<file path="config.mk">
export PLATFORM = sky130hd
export DESIGN_NAME = writeback_stage_flat
export DESIGN_NICKNAME = d
export VERILOG_FILES = /design/src/rtl/writeback_stage_pkg.sv /design/src/rtl/writeback_stage_if.sv /design/src/rtl/writeback_stage_fwd_match.sv /design/src/rtl/writeback_stage.sv /design/src/flat_wrapper.sv
export SDC_FILE = /design/constraint.sdc
export NUM_CORES = 1
export LEC_CHECK = 0
export CORE_AREA = 2 2 149 151
export CTS_CLUSTER_DIAMETER = 100
export CTS_CLUSTER_SIZE = 28
export DETAILED_ROUTE_END_ITERATION = 6
export DIE_AREA = 0 0 151 153
export GPL_TIMING_DRIVEN = 1
export HOLD_SLACK_MARGIN = 0.15
export PLACE_DENSITY = 0.78
export SLEW_MARGIN = 20
export SYNTH_ARGS = -nofsm -noshare
export SYNTH_HDL_FRONTEND = slang
export SYNTH_SLANG_ARGS = --single-unit
</file>
<file path="constraint.sdc">
create_clock -name clk -period 3.5 [get_ports clk]
set_clock_uncertainty 0.2 [all_clocks]
set_input_delay 0.35 -clock clk [delete_from_list [all_inputs] [get_ports clk]]
set_output_delay 0.35 -clock clk [all_outputs]
set_load 0.05 [all_outputs]
</file>
<file path="src/rtl/writeback_stage_pkg.sv">
// Shared types and constants for the MEM/WB back end: stage register layouts
// and the operand-forwarding select encoding.
package writeback_stage_pkg;

    localparam int DATA_W = 64;
    localparam int REG_W  = 5;
    localparam int CNT_W  = 32;

    localparam logic [REG_W-1:0] ZERO_REG = 5'd31;

    typedef enum logic [1:0] {
        FWD_REG = 2'd0,
        FWD_WB  = 2'd1,
        FWD_MEM = 2'd2
    } fwd_sel_t;

    typedef struct packed {
        logic              valid;
        logic              regwrite;
        logic              memtoreg;
        logic [REG_W-1:0]  rd;
        logic [DATA_W-1:0] result;
    } mem_stage_t;

    typedef struct packed {
        logic              valid;
        logic              regwrite;
        logic [REG_W-1:0]  rd;
        logic [DATA_W-1:0] data;
    } wb_stage_t;

endpackage

</file>
<file path="src/rtl/writeback_stage_if.sv">
// Bundle of the EX-side issue signals, data memory port, ID operand lookup
// and register file write port around the writeback stage.
interface writeback_stage_if #(
    parameter int CNT_W = 32
);
    import writeback_stage_pkg::*;

    logic              ex_valid;
    logic              ex_regwrite;
    logic              ex_memtoreg;
    logic [REG_W-1:0]  ex_rd;
    logic [DATA_W-1:0] ex_result;
    logic [DATA_W-1:0] mem_addr;
    logic [DATA_W-1:0] mem_rdata;
    logic [REG_W-1:0]  id_rn;
    logic [REG_W-1:0]  id_rm;
    fwd_sel_t          fwd_a;
    fwd_sel_t          fwd_b;
    logic [DATA_W-1:0] mem_fwd_data;
    logic              load_use;
    logic              RegWrite;
    logic [REG_W-1:0]  WriteRegister;
    logic [DATA_W-1:0] WriteData;
    logic [CNT_W-1:0]  retire_count;

    modport master (
        output ex_valid, ex_regwrite, ex_memtoreg, ex_rd, ex_result,
        output mem_rdata, id_rn, id_rm,
        input  mem_addr, fwd_a, fwd_b, mem_fwd_data, load_use,
        input  RegWrite, WriteRegister, WriteData, retire_count
    );

    modport slave (
        input  ex_valid, ex_regwrite, ex_memtoreg, ex_rd, ex_result,
        input  mem_rdata, id_rn, id_rm,
        output mem_addr, fwd_a, fwd_b, mem_fwd_data, load_use,
        output RegWrite, WriteRegister, WriteData, retire_count
    );

endinterface

</file>
<file path="src/rtl/writeback_stage_fwd_match.sv">
// Forwarding select for one ID source register: the MEM stage (younger) wins
// over WB, and loads still in MEM are never forwarded (load-use stalls instead).
module fwd_match
    import writeback_stage_pkg::*;
(
    input  logic             mem_valid,
    input  logic             mem_regwrite,
    input  logic             mem_memtoreg,
    input  logic [REG_W-1:0] mem_rd,
    input  logic             wb_write,
    input  logic [REG_W-1:0] wb_rd,
    input  logic [REG_W-1:0] src,
    output fwd_sel_t         sel
);

    logic mem_hit;
    logic wb_hit;

    assign mem_hit = mem_valid && mem_regwrite && !mem_memtoreg
                     && (mem_rd == src) && (src != ZERO_REG);
    // wb_write already excludes the zero register
    assign wb_hit  = wb_write && (wb_rd == src);

    always_comb begin
        sel = FWD_REG;
        if (mem_hit) begin
            sel = FWD_MEM;
        end else if (wb_hit) begin
            sel = FWD_WB;
        end
    end

endmodule

</file>
<file path="src/rtl/writeback_stage.sv">
// MEM and WB pipeline registers driving the register file write port, with
// EX operand forwarding, load-use detection and a retired-instruction counter.
module writeback_stage
    import writeback_stage_pkg::*;
#(
    parameter int CNT_W = writeback_stage_pkg::CNT_W
) (
    input  logic              clk,
    input  logic              reset,
    input  logic              stall,
    input  logic              flush,
    writeback_stage_if.slave  bus
);

    mem_stage_t       mem_reg, mem_next;
    wb_stage_t        wb_reg, wb_next;
    logic [CNT_W-1:0] retire_reg;
    logic             reg_write;

    logic [REG_W-1:0] src_reg [2];
    fwd_sel_t         sel     [2];

    always_comb begin
        mem_next = mem_reg;
        if (!stall) begin
            mem_next = '{valid:    bus.ex_valid,
                         regwrite: bus.ex_regwrite,
                         memtoreg: bus.ex_memtoreg,
                         rd:       bus.ex_rd,
                         result:   bus.ex_result};
        end
        // a flushed instruction must never reach MEM, even while stalled
        if (flush) begin
            mem_next.valid = 1'b0;
        end
    end

    always_comb begin
        wb_next = wb_reg;
        if (stall) begin
            wb_next.valid = 1'b0;
        end else begin
            wb_next.valid    = mem_reg.valid;
            wb_next.regwrite = mem_reg.regwrite;
            wb_next.rd       = mem_reg.rd;
            wb_next.data     = mem_reg.memtoreg ? bus.mem_rdata : mem_reg.result;
        end
    end

    always_ff @(posedge clk or negedge reset) begin
        if (!reset) begin
            mem_reg    <= '0;
            wb_reg     <= '0;
            retire_reg <= '0;
        end else begin
            mem_reg <= mem_next;
            wb_reg  <= wb_next;
            if (wb_reg.valid) begin
                retire_reg <= retire_reg + CNT_W'(1);
            end
        end
    end

    assign reg_write = wb_reg.valid && wb_reg.regwrite && (wb_reg.rd != ZERO_REG);

    assign src_reg[0] = bus.id_rn;
    assign src_reg[1] = bus.id_rm;

    generate
        for (genvar gi = 0; gi < 2; gi++) begin : g_fwd
            fwd_match u_fwd_match (
                .mem_valid    (mem_reg.valid),
                .mem_regwrite (mem_reg.regwrite),
                .mem_memtoreg (mem_reg.memtoreg),
                .mem_rd       (mem_reg.rd),
                .wb_write     (reg_write),
                .wb_rd        (wb_reg.rd),
                .src          (src_reg[gi]),
                .sel          (sel[gi])
            );
        end
    endgenerate

    assign bus.fwd_a        = sel[0];
    assign bus.fwd_b        = sel[1];
    assign bus.mem_addr     = mem_reg.result;
    assign bus.mem_fwd_data = mem_reg.result;
    assign bus.load_use     = mem_reg.valid && mem_reg.regwrite && mem_reg.memtoreg
                              && (mem_reg.rd != ZERO_REG)
                              && ((mem_reg.rd == bus.id_rn) || (mem_reg.rd == bus.id_rm));

    assign bus.RegWrite      = reg_write;
    assign bus.WriteRegister = wb_reg.rd;
    assign bus.WriteData     = wb_reg.data;
    assign bus.retire_count  = retire_reg;

endmodule

</file>
<file path="src/flat_wrapper.sv">
// flat-port wrapper written by rule: the top's interface ports become plain ports
module writeback_stage_flat import writeback_stage_pkg::*;
#(
    parameter int CNT_W = writeback_stage_pkg::CNT_W
)
  (clk, reset, stall, flush, bus_ex_valid, bus_ex_regwrite, bus_ex_memtoreg, bus_ex_rd, bus_ex_result, bus_mem_rdata, bus_id_rn, bus_id_rm, bus_mem_addr, bus_fwd_a, bus_fwd_b, bus_mem_fwd_data, bus_load_use, bus_RegWrite, bus_WriteRegister, bus_WriteData, bus_retire_count);
  writeback_stage_if #(.CNT_W(CNT_W)) bus_i ();
  input  logic clk;
  input  logic reset;
  input  logic stall;
  input  logic flush;
  input wire logic [$bits(bus_i.ex_valid)-1:0] bus_ex_valid;
  input wire logic [$bits(bus_i.ex_regwrite)-1:0] bus_ex_regwrite;
  input wire logic [$bits(bus_i.ex_memtoreg)-1:0] bus_ex_memtoreg;
  input wire logic [$bits(bus_i.ex_rd)-1:0] bus_ex_rd;
  input wire logic [$bits(bus_i.ex_result)-1:0] bus_ex_result;
  input wire logic [$bits(bus_i.mem_rdata)-1:0] bus_mem_rdata;
  input wire logic [$bits(bus_i.id_rn)-1:0] bus_id_rn;
  input wire logic [$bits(bus_i.id_rm)-1:0] bus_id_rm;
  output wire logic [$bits(bus_i.mem_addr)-1:0] bus_mem_addr;
  output wire logic [$bits(bus_i.fwd_a)-1:0] bus_fwd_a;
  output wire logic [$bits(bus_i.fwd_b)-1:0] bus_fwd_b;
  output wire logic [$bits(bus_i.mem_fwd_data)-1:0] bus_mem_fwd_data;
  output wire logic [$bits(bus_i.load_use)-1:0] bus_load_use;
  output wire logic [$bits(bus_i.RegWrite)-1:0] bus_RegWrite;
  output wire logic [$bits(bus_i.WriteRegister)-1:0] bus_WriteRegister;
  output wire logic [$bits(bus_i.WriteData)-1:0] bus_WriteData;
  output wire logic [$bits(bus_i.retire_count)-1:0] bus_retire_count;
  assign bus_i.ex_valid = bus_ex_valid;
  assign bus_i.ex_regwrite = bus_ex_regwrite;
  assign bus_i.ex_memtoreg = bus_ex_memtoreg;
  assign bus_i.ex_rd = bus_ex_rd;
  assign bus_i.ex_result = bus_ex_result;
  assign bus_i.mem_rdata = bus_mem_rdata;
  assign bus_i.id_rn = bus_id_rn;
  assign bus_i.id_rm = bus_id_rm;
  assign bus_mem_addr = bus_i.mem_addr;
  assign bus_fwd_a = bus_i.fwd_a;
  assign bus_fwd_b = bus_i.fwd_b;
  assign bus_mem_fwd_data = bus_i.mem_fwd_data;
  assign bus_load_use = bus_i.load_use;
  assign bus_RegWrite = bus_i.RegWrite;
  assign bus_WriteRegister = bus_i.WriteRegister;
  assign bus_WriteData = bus_i.WriteData;
  assign bus_retire_count = bus_i.retire_count;
  writeback_stage #(.CNT_W(CNT_W)) u_core (.clk(clk), .reset(reset), .stall(stall), .flush(flush), .bus(bus_i));
endmodule
</file>
==> results.md, run 1 <==
- Status: finished clean
- Max Cap Viol: 0
- Post-synth cell types: 33
- Layout fillers: 1850
- Via density: 4.81
- Dpl hpwl: 17.0 mm
- Pwr dens: 529 nW/um^2
- DR iter-0 viols: 235
- Grt met3 use: 5.49%
- CTS tree: yes
- Seq pwr share: 37.6%
- Final Hold Viols: 0
- Nets: 1151
- Post-synthesis net count: 909
- Vias in the first global route: 6477
- Drt first pass iters: 7
- Area Overhead vs Synth: 42.6%
- Multi-input logic area: 3110 um^2
- H-tree depth: 4
- Post-Syn Area: 8670 um^2
- Fin. max-slew vios: 0
- GR Util met2: 33.1%
- Clock Tree Root: clkbuf_16
- Clock Latency Late Sink: 0.42 ns
- N_diodes: 0
- Gate Count Post-Synth: 758
- Busiest grt layer: met2
- Yosys warning count: 0
- Internal power: 4.07 mW
- Antenna-violating nets left: 0
- Antenna violations before repair: 0
- Total setup buffers inserted after CTS: 0
- Post-CTS sizing: 0
- Final wirelength: 22.9 mm
- P_leak: 5.23 nW
- Routed WL per cell: 17.7 um
- Final-report setup violation count: 0
- Unrepaired setup endpoints after global routing: no
- IO Port Bufs: 384
- Crit-path max FO: 7
- TritonCTS Buffers: 17
- Placed instance area: 11800 um^2
- Crit share post-route: 95.6%
- Register Area: 4380 um^2
- Worst vdd ir: 0.290 mV
- Row count: 54
- Setup slack at placement: 0.427 ns
- CP Capture Type: primary output
- Largest net degree at the start of global routing: 84
- Max Clk Rate: 0.299 GHz
- Min-delay worst type: in2reg
- Switch Pwr: 2.47 mW
- Design Area, Final: 12400 um^2
- Grt ovf: 0
- Chip Height: 153 um
- Req. time, crit path: 2.95 ns
- First-pass GRT wire length: 35.2 mm
- Clock transition at path regs: 0.07 ns
- Starting Density: 40.4%
- Worst setup margin: 0.153 ns
- Minimum clock period: 3.35 ns
- Layout cells sized above 1: 12.5%
- Die Area: 23100 um^2
- Sequential element share of the synthesized area: 50.5%
- Clk pwr share: 28.2%
- Slew @ Worst Pin: 0.869 ns
- Power share of the combinational group: 34.2%
- GRT met1 Usage: 23.6%
- Max transition margin: 42.0%
- TNS Setup: 0 ns
- Clock tree buffer depth: 2
- Final GP Congestion: 0.881
- Top Ports: 385
- Die width: 151 um
- Hold-fix buffers, CTS: 1
- Clock sink count: 175
- Vias: 6224
- Tot Pwr: 6.54 mW
- Synthesis-stage register bit count: 175
- GRT Util Overall: 19.5%
- Residual DRC count: 0
- Core area: 21500 um^2
- CP startpoint kind: flip-flop
- Sw Share: 37.8%
- Critical path arrival: 2.80 ns
- Syn_area_per_cell: 11.4 um^2
- Setup CP Type: reg2out
through the flow:
step                utilization, %  std cells  hold WS, ns
floorplan                        -        758       -0.146
global placement              54.9       1260        0.163
detailed placement            54.9       1260        0.165
CTS                           57.5       1293        0.190
global route                  57.5       1293        0.227
finish                        57.5       1293        0.192
Yosys cell counts:
master / n / area share (%)
dfrtp_1: 175 / 51
nand4_4: 1 / 0.25
o21a_1: 1 / 0.087
xor2_1: 22 / 2.2
nor3_1: 5 / 0.29
buf_2: 17 / 0.98
or4_1: 2 / 0.17
mux2i_1: 65 / 7.5
nor2b_1: 1 / 0.072
xnor2_1: 29 / 2.9
clkbuf_1: 14 / 0.61
o21ai_0: 66 / 3.8
nand4b_1: 1 / 0.10
nand4_1: 7 / 0.51
and3_1: 10 / 0.72
buf_4: 135 / 12
clkbuf_2: 1 / 0.058
nor4b_4: 1 / 0.27
o211ai_1: 1 / 0.087
buf_1: 3 / 0.13
nor4_1: 4 / 0.29
ha_1: 1 / 0.14
nor4_2: 3 / 0.43
a31oi_1: 1 / 0.072
or3_4: 1 / 0.13
nand3_1: 18 / 1.0
inv_1: 3 / 0.13
nor2_1: 8 / 0.35
mux2_2: 78 / 10
and4_1: 5 / 0.51
nand2_1: 76 / 3.3
nand3_4: 2 / 0.40
and3b_1: 1 / 0.10
cells in the final DEF, fill, tap and decap left out, types with 7 or more instances in the layout:
master	count
nand4_1	7
mux2i_1	65
buf_4	7
clkdlybuf4s50_1	381
nor2_1	8
clkbuf_16	17
o21ai_0	66
mux2_2	78
xnor2_1	29
xor2_1	22
and3_1	10
nand3_1	18
nand2_1	76
dfrtp_1	174
power by group through the flow:
stage               Combinational, mW  Sequential [mW]  Clock, mW
floorplan                        1.31             2.77          0
global placement                 2.23             2.49          0
detailed placement               2.25             2.50          0
CTS                              2.25             2.46       1.89
global route                     2.33             2.49       1.98
finish                           2.23             2.46       1.84
layer usage:
layer / vias up / share of wire, %
li1: 2937 / -
met1: 3002 / 40
met2: 244 / 49
met3: 41 / 7.6
met4: 0 / 2.5
met5: - / 0
kinds of logic after synthesis:
family                     count (synthesis)  share of synthesized area (%)
AOI/OAI and AO/OA                         69                           4.05
xor gates and xnor gates                  51                           5.15
adders and majority gates                  1                          0.144
buffers and inverters                    173                           13.6
DFF                                      175                           50.5
muxes                                    143                           17.6
and+or+nand+nor                          146                           8.92
worst max-delay path: stages (launching register included):
cell and delay, ns:
dfrtp_1 0.56, o211ai_1 0.22, or4_1 0.57, nor4_1 0.19, clkdlybuf4s50_1 0.85
area by class of cell:
class	instances	share of cell area [%]
flip-flops and latches	175	35.5
repair buffers	393	31.9
multi-input cells	410	25.2
clock buffers	20	3.53
well taps	280	2.83
clock inverters	12	1.03
inverters	3	0.0911
final timing paths:
path	from	cells after the start	end	slack (ns)
worst max-delay path	u_core.wb_reg[70]$_DFF_PN0_	4	bus_fwd_b[0]	0.15
worst min-delay path	stall	2	u_core.wb_reg[70]$_DFF_PN0_	0.19
worst max register to register	u_core.mem_reg[69]$_DFFE_PN0N_	4	u_core.bus.WriteData[38]$_DFFE_PN0N_	1.15
worst min register to register	u_core.bus.WriteData[37]$_DFFE_PN0N_	2	u_core.bus.WriteData[37]$_DFFE_PN0N_	0.28
max in group asynchronous	reset	3	u_core.bus.WriteData[12]$_DFFE_PN0N_	1.96
min in group asynchronous	reset	2	u_core.bus.WriteData[40]$_DFFE_PN0N_	0.27
Note: power is estimated with default switching activity, not from simulation.
==> run 2, diff against run 1 <==
--- a/config.mk
+++ b/config.mk
@@ -13,6 +13,7 @@
 export GPL_TIMING_DRIVEN = 1
 export HOLD_SLACK_MARGIN = 0.15
 export PLACE_DENSITY = 0.78
+export REMOVE_ABC_BUFFERS = 1
 export SLEW_MARGIN = 20
 export SYNTH_ARGS = -nofsm -noshare
 export SYNTH_HDL_FRONTEND = slang
==> run 2 against run 1 <==
  * Critical path depth did not move
  * Combinational power barely moved
  * Non-clock buffer count fell by 2
  * Worst setup slack improved by 0.42 ns
  * Cell count fell by 0.23%
  * Wire length fell by 1.9%
  * Sequential power barely moved
  * Die area did not move
  * Utilization barely moved
  * Flip-flop and latch count did not move
==> results.md, run 2 (synthesis results as in run 1) <==
- N_diodes: 0
- Switch Pwr: 2.45 mW
- Clk pwr share: 28.4%
- Area Overhead vs Synth: 42.7%
- Sw Share: 37.4%
- Chip Height: 153 um
- Dpl hpwl: 16.6 mm
- Seq pwr share: 37.6%
- Unrepaired setup endpoints after global routing: no
- Vias in the first global route: 6218
- Hold-fix buffers, CTS: 1
- Routed WL per cell: 17.4 um
- Power share of the combinational group: 34.0%
- Via density: 4.83
- P_leak: 5.23 nW
- Nets: 1149
- Final GP Congestion: 0.847
- CTS tree: yes
- Row count: 54
- Min Hold Slack: 0.210 ns
- Design Area, Final: 12400 um^2
- Drt first pass iters: 5
- Final-report setup violation count: 0
- Minimum clock period: 2.93 ns
- Clock sink count: 175
- Max Cap Viol: 0
- Layout cells sized above 1: 12.7%
- Critical path arrival: 2.38 ns
- Commonest cells after routing, fill and taps aside: 380 x clkdlybuf4s50_1, 174 x dfrtp_1, 78 x mux2_2
- Status: finished clean
- Worst reg-to-reg path cell count: 4
- Clock transition at path regs: 0.07 ns
- DR iter-0 viols: 237
- Die Area: 23100 um^2
- Vias: 6228
- Tot Pwr: 6.55 mW
- Grt ovf: 0
- Max Clk Rate: 0.342 GHz
- Post-CTS sizing: 0
- Antenna-violating nets left: 0
- Clock Tree Root: clkbuf_16
- Worst vdd ir: 0.319 mV
- TritonCTS Buffers: 17
- Starting Density: 40.4%
- Antenna violations before repair: 0
- Crit share post-route: 83.6%
- GRT Util Overall: 19.2%
- Clock tree buffer depth: 2
- Slew @ Worst Pin: 0.660 ns
- H-tree depth: 4
- Max transition margin: 56.0%
- Total setup buffers inserted after CTS: 0
- IO Port Bufs: 384
- First-pass GRT wire length: 34.4 mm
- Top Ports: 385
- Final Hold Viols: 0
- Req. time, crit path: 2.95 ns
- Die width: 151 um
- Layout fillers: 1817
- Fin. max-slew vios: 0
- Setup CP Type: reg2out
- CP startpoint kind: flip-flop
- Placed instance area: 11800 um^2
- Pwr dens: 529 nW/um^2
- CP Capture Type: primary output
- Largest net degree at the start of global routing: 89
- Min-delay worst type: in2reg
- Residual DRC count: 0
- Internal power: 4.10 mW
- Clock Latency Late Sink: 0.41 ns
- Final Core Density: 57.6%
- Crit-path max FO: 3
- Core area: 21500 um^2
- Commonest non-fill, non-tap cell in the layout: clkdlybuf4s50_1
- WHS Path Cells: 3
- Final wirelength: 22.4 mm
==> run 2: worst paths after layout <==
path                                                      endpoint  slack (ns)                                     from
setup reg to reg              u_core.bus.WriteData[45]$_DFFE_PN0N_        1.23           u_core.mem_reg[69]$_DFFE_PN0N_
setup / recovery                                      bus_fwd_b[1]        0.57           u_core.mem_reg[69]$_DFFE_PN0N_
hold / removal                u_core.bus.WriteData[21]$_DFFE_PN0N_        0.21                                    stall
max in group asynchronous      u_core.bus.mem_addr[40]$_DFFE_PN0N_        1.94                                    reset
min in group asynchronous      u_core.bus.mem_addr[43]$_DFFE_PN0N_        0.23                                    reset
hold reg to reg            u_core.bus.retire_count[31]$_DFFE_PN0P_        0.28  u_core.bus.retire_count[31]$_DFFE_PN0P_
==> run 2: area by class of cell <==
cell class | count | area [um^2] | area share [%]
well taps | 280 | 350 | 2.83
flip-flops and latches | 175 | 4380 | 35.4
clock inverters | 12 | 125 | 1.01
clock buffers | 19 | 453 | 3.66
inverters | 3 | 11.3 | 0.0910
repair buffers | 391 | 3930 | 31.8
multi-input cells | 410 | 3110 | 25.2
==> run 2: stage by stage <==
stage	cells	worst slack [ns]	setup TNS [ns]
global placement	1258	0.676	0
finish	1290	0.573	0
global route	1290	0.395	0
detailed placement	1258	0.665	0
CTS	1290	0.558	0
floorplan	588	-1.47	-3.16
==> run 2: metal layers <==
metal / track usage (%) / up-vias / wire, um
li1: - / 2930 / -
met1: 23.6 / 2998 / 9030
met2: 32.6 / 270 / 11200
met3: 5.73 / 30 / 1850
met4: 5.61 / 0 / 352
met5: 0 / - / 0
==> run 2: power by group through the flow <==
stage / logic (mW) / registers [mW] / clock network [mW]
after floorplan: 0.309 / 3.47 / 0
after global placement: 2.22 / 2.49 / 0
after detailed placement: 2.24 / 2.50 / 0
after CTS: 2.24 / 2.46 / 1.91
after global routing: 2.33 / 2.49 / 2.01
final: 2.22 / 2.46 / 1.86
==> run 2: worst max-delay path, cell delays in order (launching register included) <==
cell,delay (ns)
dfrtp_4,0.48
and3b_1,0.27
o21ai_0,0.11
nor3_1,0.24
clkdlybuf4s50_1,0.87
==> run 3, diff against run 2 <==
--- a/config.mk
+++ b/config.mk
@@ -5,14 +5,13 @@
 export SDC_FILE = /design/constraint.sdc
 export NUM_CORES = 1
 export LEC_CHECK = 0
-export CORE_AREA = 2 2 149 151
+export CORE_UTILIZATION = 38
 export CTS_CLUSTER_DIAMETER = 100
 export CTS_CLUSTER_SIZE = 28
 export DETAILED_ROUTE_END_ITERATION = 6
-export DIE_AREA = 0 0 151 153
 export GPL_TIMING_DRIVEN = 1
 export HOLD_SLACK_MARGIN = 0.15
-export PLACE_DENSITY = 0.78
+export PLACE_DENSITY = 0.77
 export REMOVE_ABC_BUFFERS = 1
 export SLEW_MARGIN = 20
 export SYNTH_ARGS = -nofsm -noshare
==> constraint.sdc (replaced) <==
create_clock -name clk -period 2.6 [get_ports clk]
set_clock_uncertainty 0.2 [all_clocks]
set_input_delay 0.26 -clock clk [delete_from_list [all_inputs] [get_ports clk]]
set_output_delay 0.26 -clock clk [all_outputs]
set_load 0.05 [all_outputs]
==> run 3 against run 2 <==
  * Largest power group unchanged
  * The run now ends with setup timing left
  * Register-to-register slack got worse by 0.66 ns
  * Die area increased by 1.4%
  * Utilization decreased by 0.27 points
  * Flip-flop and latch count unchanged
  * Worst hold slack about the same
==> results.md, run 3 (synthesis results as in run 1) <==
- P_leak: 5.40 nW
- Starting Density: 39.2%
- Antenna-violating nets left: 0
- Req. time, crit path: 2.14 ns
- Crit Reg-Reg Startpoint: u_core.bus.retire_count[0]$_DFFE_PN0P_
- Area Overhead vs Synth: 46.0%
- Core area: 22100 um^2
- Via density: 4.89
- Min-delay worst type: in2async
- Fin cells: 1316
- Top Ports: 385
- Power share of the combinational group: 34.6%
- Final Core Density: 57.3%
- Tot Pwr: 8.89 mW
- Worst setup margin: -0.0532 ns
- Clock tree buffer depth: 2
- Drt first pass iters: 4
- Routed WL per cell: 17.7 um
- GRT Util Overall: 20.0%
- CTS tree: yes
- N_diodes: 0
- Max Cap Viol: 0
- Crit-path max FO: 4
- Setup CP Type: reg2out
- Nets: 1174
- Antenna violations before repair: 0
- Minimum clock period: 2.65 ns
- Die Area: 23400 um^2
- Largest net degree at the start of global routing: 65
- Row count: 54
- Final-report setup violation count: 2
- Clock Latency Late Sink: 0.42 ns
- Layout cells sized above 1: 15.6%
- Status: complete, but fails checks
- Slew @ Worst Pin: 0.751 ns
- Clock sink count: 175
- First-pass GRT wire length: 36.7 mm
- Unrepaired setup endpoints after global routing: yes
- Residual DRC count: 0
- Internal power: 5.49 mW
- Final GP Congestion: 0.785
- Final Hold Viols: 0
- Failing checks: setup timing
- Vias: 6440
- CP startpoint kind: flip-flop
- CP Capture Type: primary output
- Worst reg-to-reg path cell count: 5
- Pwr dens: 702 nW/um^2
- Crit share post-route: 102%
- Reg2reg end: u_core.bus.retire_count[30]$_DFFE_PN0P_
- Die width: 153 um
- Grt ovf: 0
- Clk pwr share: 28.3%
- Max Clk Rate: 0.377 GHz
- Sw Share: 38.2%
- Final wirelength: 23.3 mm
- DR iter-0 viols: 265
- Placed cell count: 1272
- H-tree depth: 4
- IO Port Bufs: 384
- Clock transition at path regs: 0.08 ns
- Critical path arrival: 2.19 ns
- Vias in the first global route: 6502
- Dpl hpwl: 17.1 mm
- Chip Height: 153 um
- Clock Tree Root: clkbuf_16
- Fin. max-slew vios: 0
- Max transition margin: 49.9%
- Worst vdd ir: 0.389 mV
- Layout fillers: 1858
- Switch Pwr: 3.40 mW
- Commonest cells after routing, fill and taps aside: 376 x clkdlybuf4s50_1, 169 x dfrtp_1, 78 x mux2_2
- TritonCTS Buffers: 17
- Reg2reg setup slack: 0.57 ns
- Seq pwr share: 37.0%
- Commonest non-fill, non-tap cell in the layout: clkdlybuf4s50_1
run 3: changes by cell type in the layout (fill, tap and decap cells not counted), moves of 2 or more:
cell | previous run | this run
nor4_1 | 4 | 2
buf_12 | 3 | 9
dfrtp_2 | 0 | 5
dlygate4sd3_1 | 1 | 3
inv_8 | 1 | 4
dfrtp_1 | 174 | 169
clkdlybuf4s50_1 | 380 | 376
clkinvlp_4 | 3 | 0
inv_6 | 4 | 6
buf_4 | 5 | 24
run 3: cell type report:
class                           instances  area (um^2)  share of cell area, %
Clock buffer                           20          457                   3.61
Timing Repair Buffer                  416         4200                   33.2
Inverter                                3         11.3                 0.0889
Clock inverter                         12          115                  0.909
Multi-Input combinational cell        410         3140                   24.8
Tap cell                              280          350                   2.77
Sequential cell                       175         4390                   34.7
run 3: worst max-delay path by stage:
stage                                             from            to  slack, ns  cells after the start
6_report       u_core.bus.WriteRegister[4]$_DFFE_PN0N_  bus_fwd_b[0]      -0.05                      6
5_1_grt        u_core.bus.WriteRegister[4]$_DFFE_PN0N_  bus_fwd_b[0]      -0.15                      6
4_1_cts        u_core.bus.WriteRegister[4]$_DFFE_PN0N_  bus_fwd_a[0]     -0.003                      6
3_5_place_dp                              bus_id_rn[4]  bus_fwd_a[0]       0.17                      6
3_3_place_gp                              bus_id_rm[4]  bus_fwd_b[0]       0.21                      6
2_1_floorplan           u_core.mem_reg[69]$_DFFE_PN0N_  bus_fwd_a[0]      -2.28                      4
run 3: power groups by stage:
stage	Combinational [mW]	Clock, mW	Sequential [mW]
CTS	3.09	2.59	3.29
detailed placement	3.04	0	3.35
global route	3.21	2.70	3.33
floorplan	0.415	0	4.67
global placement	3.01	0	3.34
finish	3.08	2.52	3.29
run 3: routing by layer:
metal	share of wire, %	GRT usage [%]	wire length, um	vias to the layer above
li1	-	-	-	2979
met1	40	23.2	9200	3145
met2	51	35.3	11900	280
met3	7.2	5.81	1670	36
met4	2.0	6.45	465	0
met5	0	0	0	-
run 3: timing repair:
| action | CTS | global route |
|---|---|---|
| hold buffers | 3 | 0 |
| setup endpoints to repair | 2 | 3 |
| hold endpoints to repair | 158 | 0 |
| setup buffers | 8 | 1 |
| pin swaps | 0 | 2 |
| resized for setup | 7 | 4 |
run 3: critical path, stage by stage (launching register included):
cell and delay (ns):
dfrtp_2 0.44, nand2_1 0.09, o211ai_1 0.18, or4_1 0.59, nor4_2 0.18, buf_4 0.17, buf_12 0.12
run 3: per-stage QoR:
step | cell area, um^2 | hold slack, ns | setup WS, ns | TNS [ns]
finish | 12700 | 0.210 | -0.0532 | -0.103
global route | 12700 | 0.217 | -0.154 | -0.274
CTS | 12600 | 0.212 | -0.00333 | -0.00333
detailed placement | 12000 | 0.109 | 0.169 | 0
global placement | 12000 | 0.111 | 0.212 | 0
floorplan | 7500 | -0.236 | -2.28 | -26.62
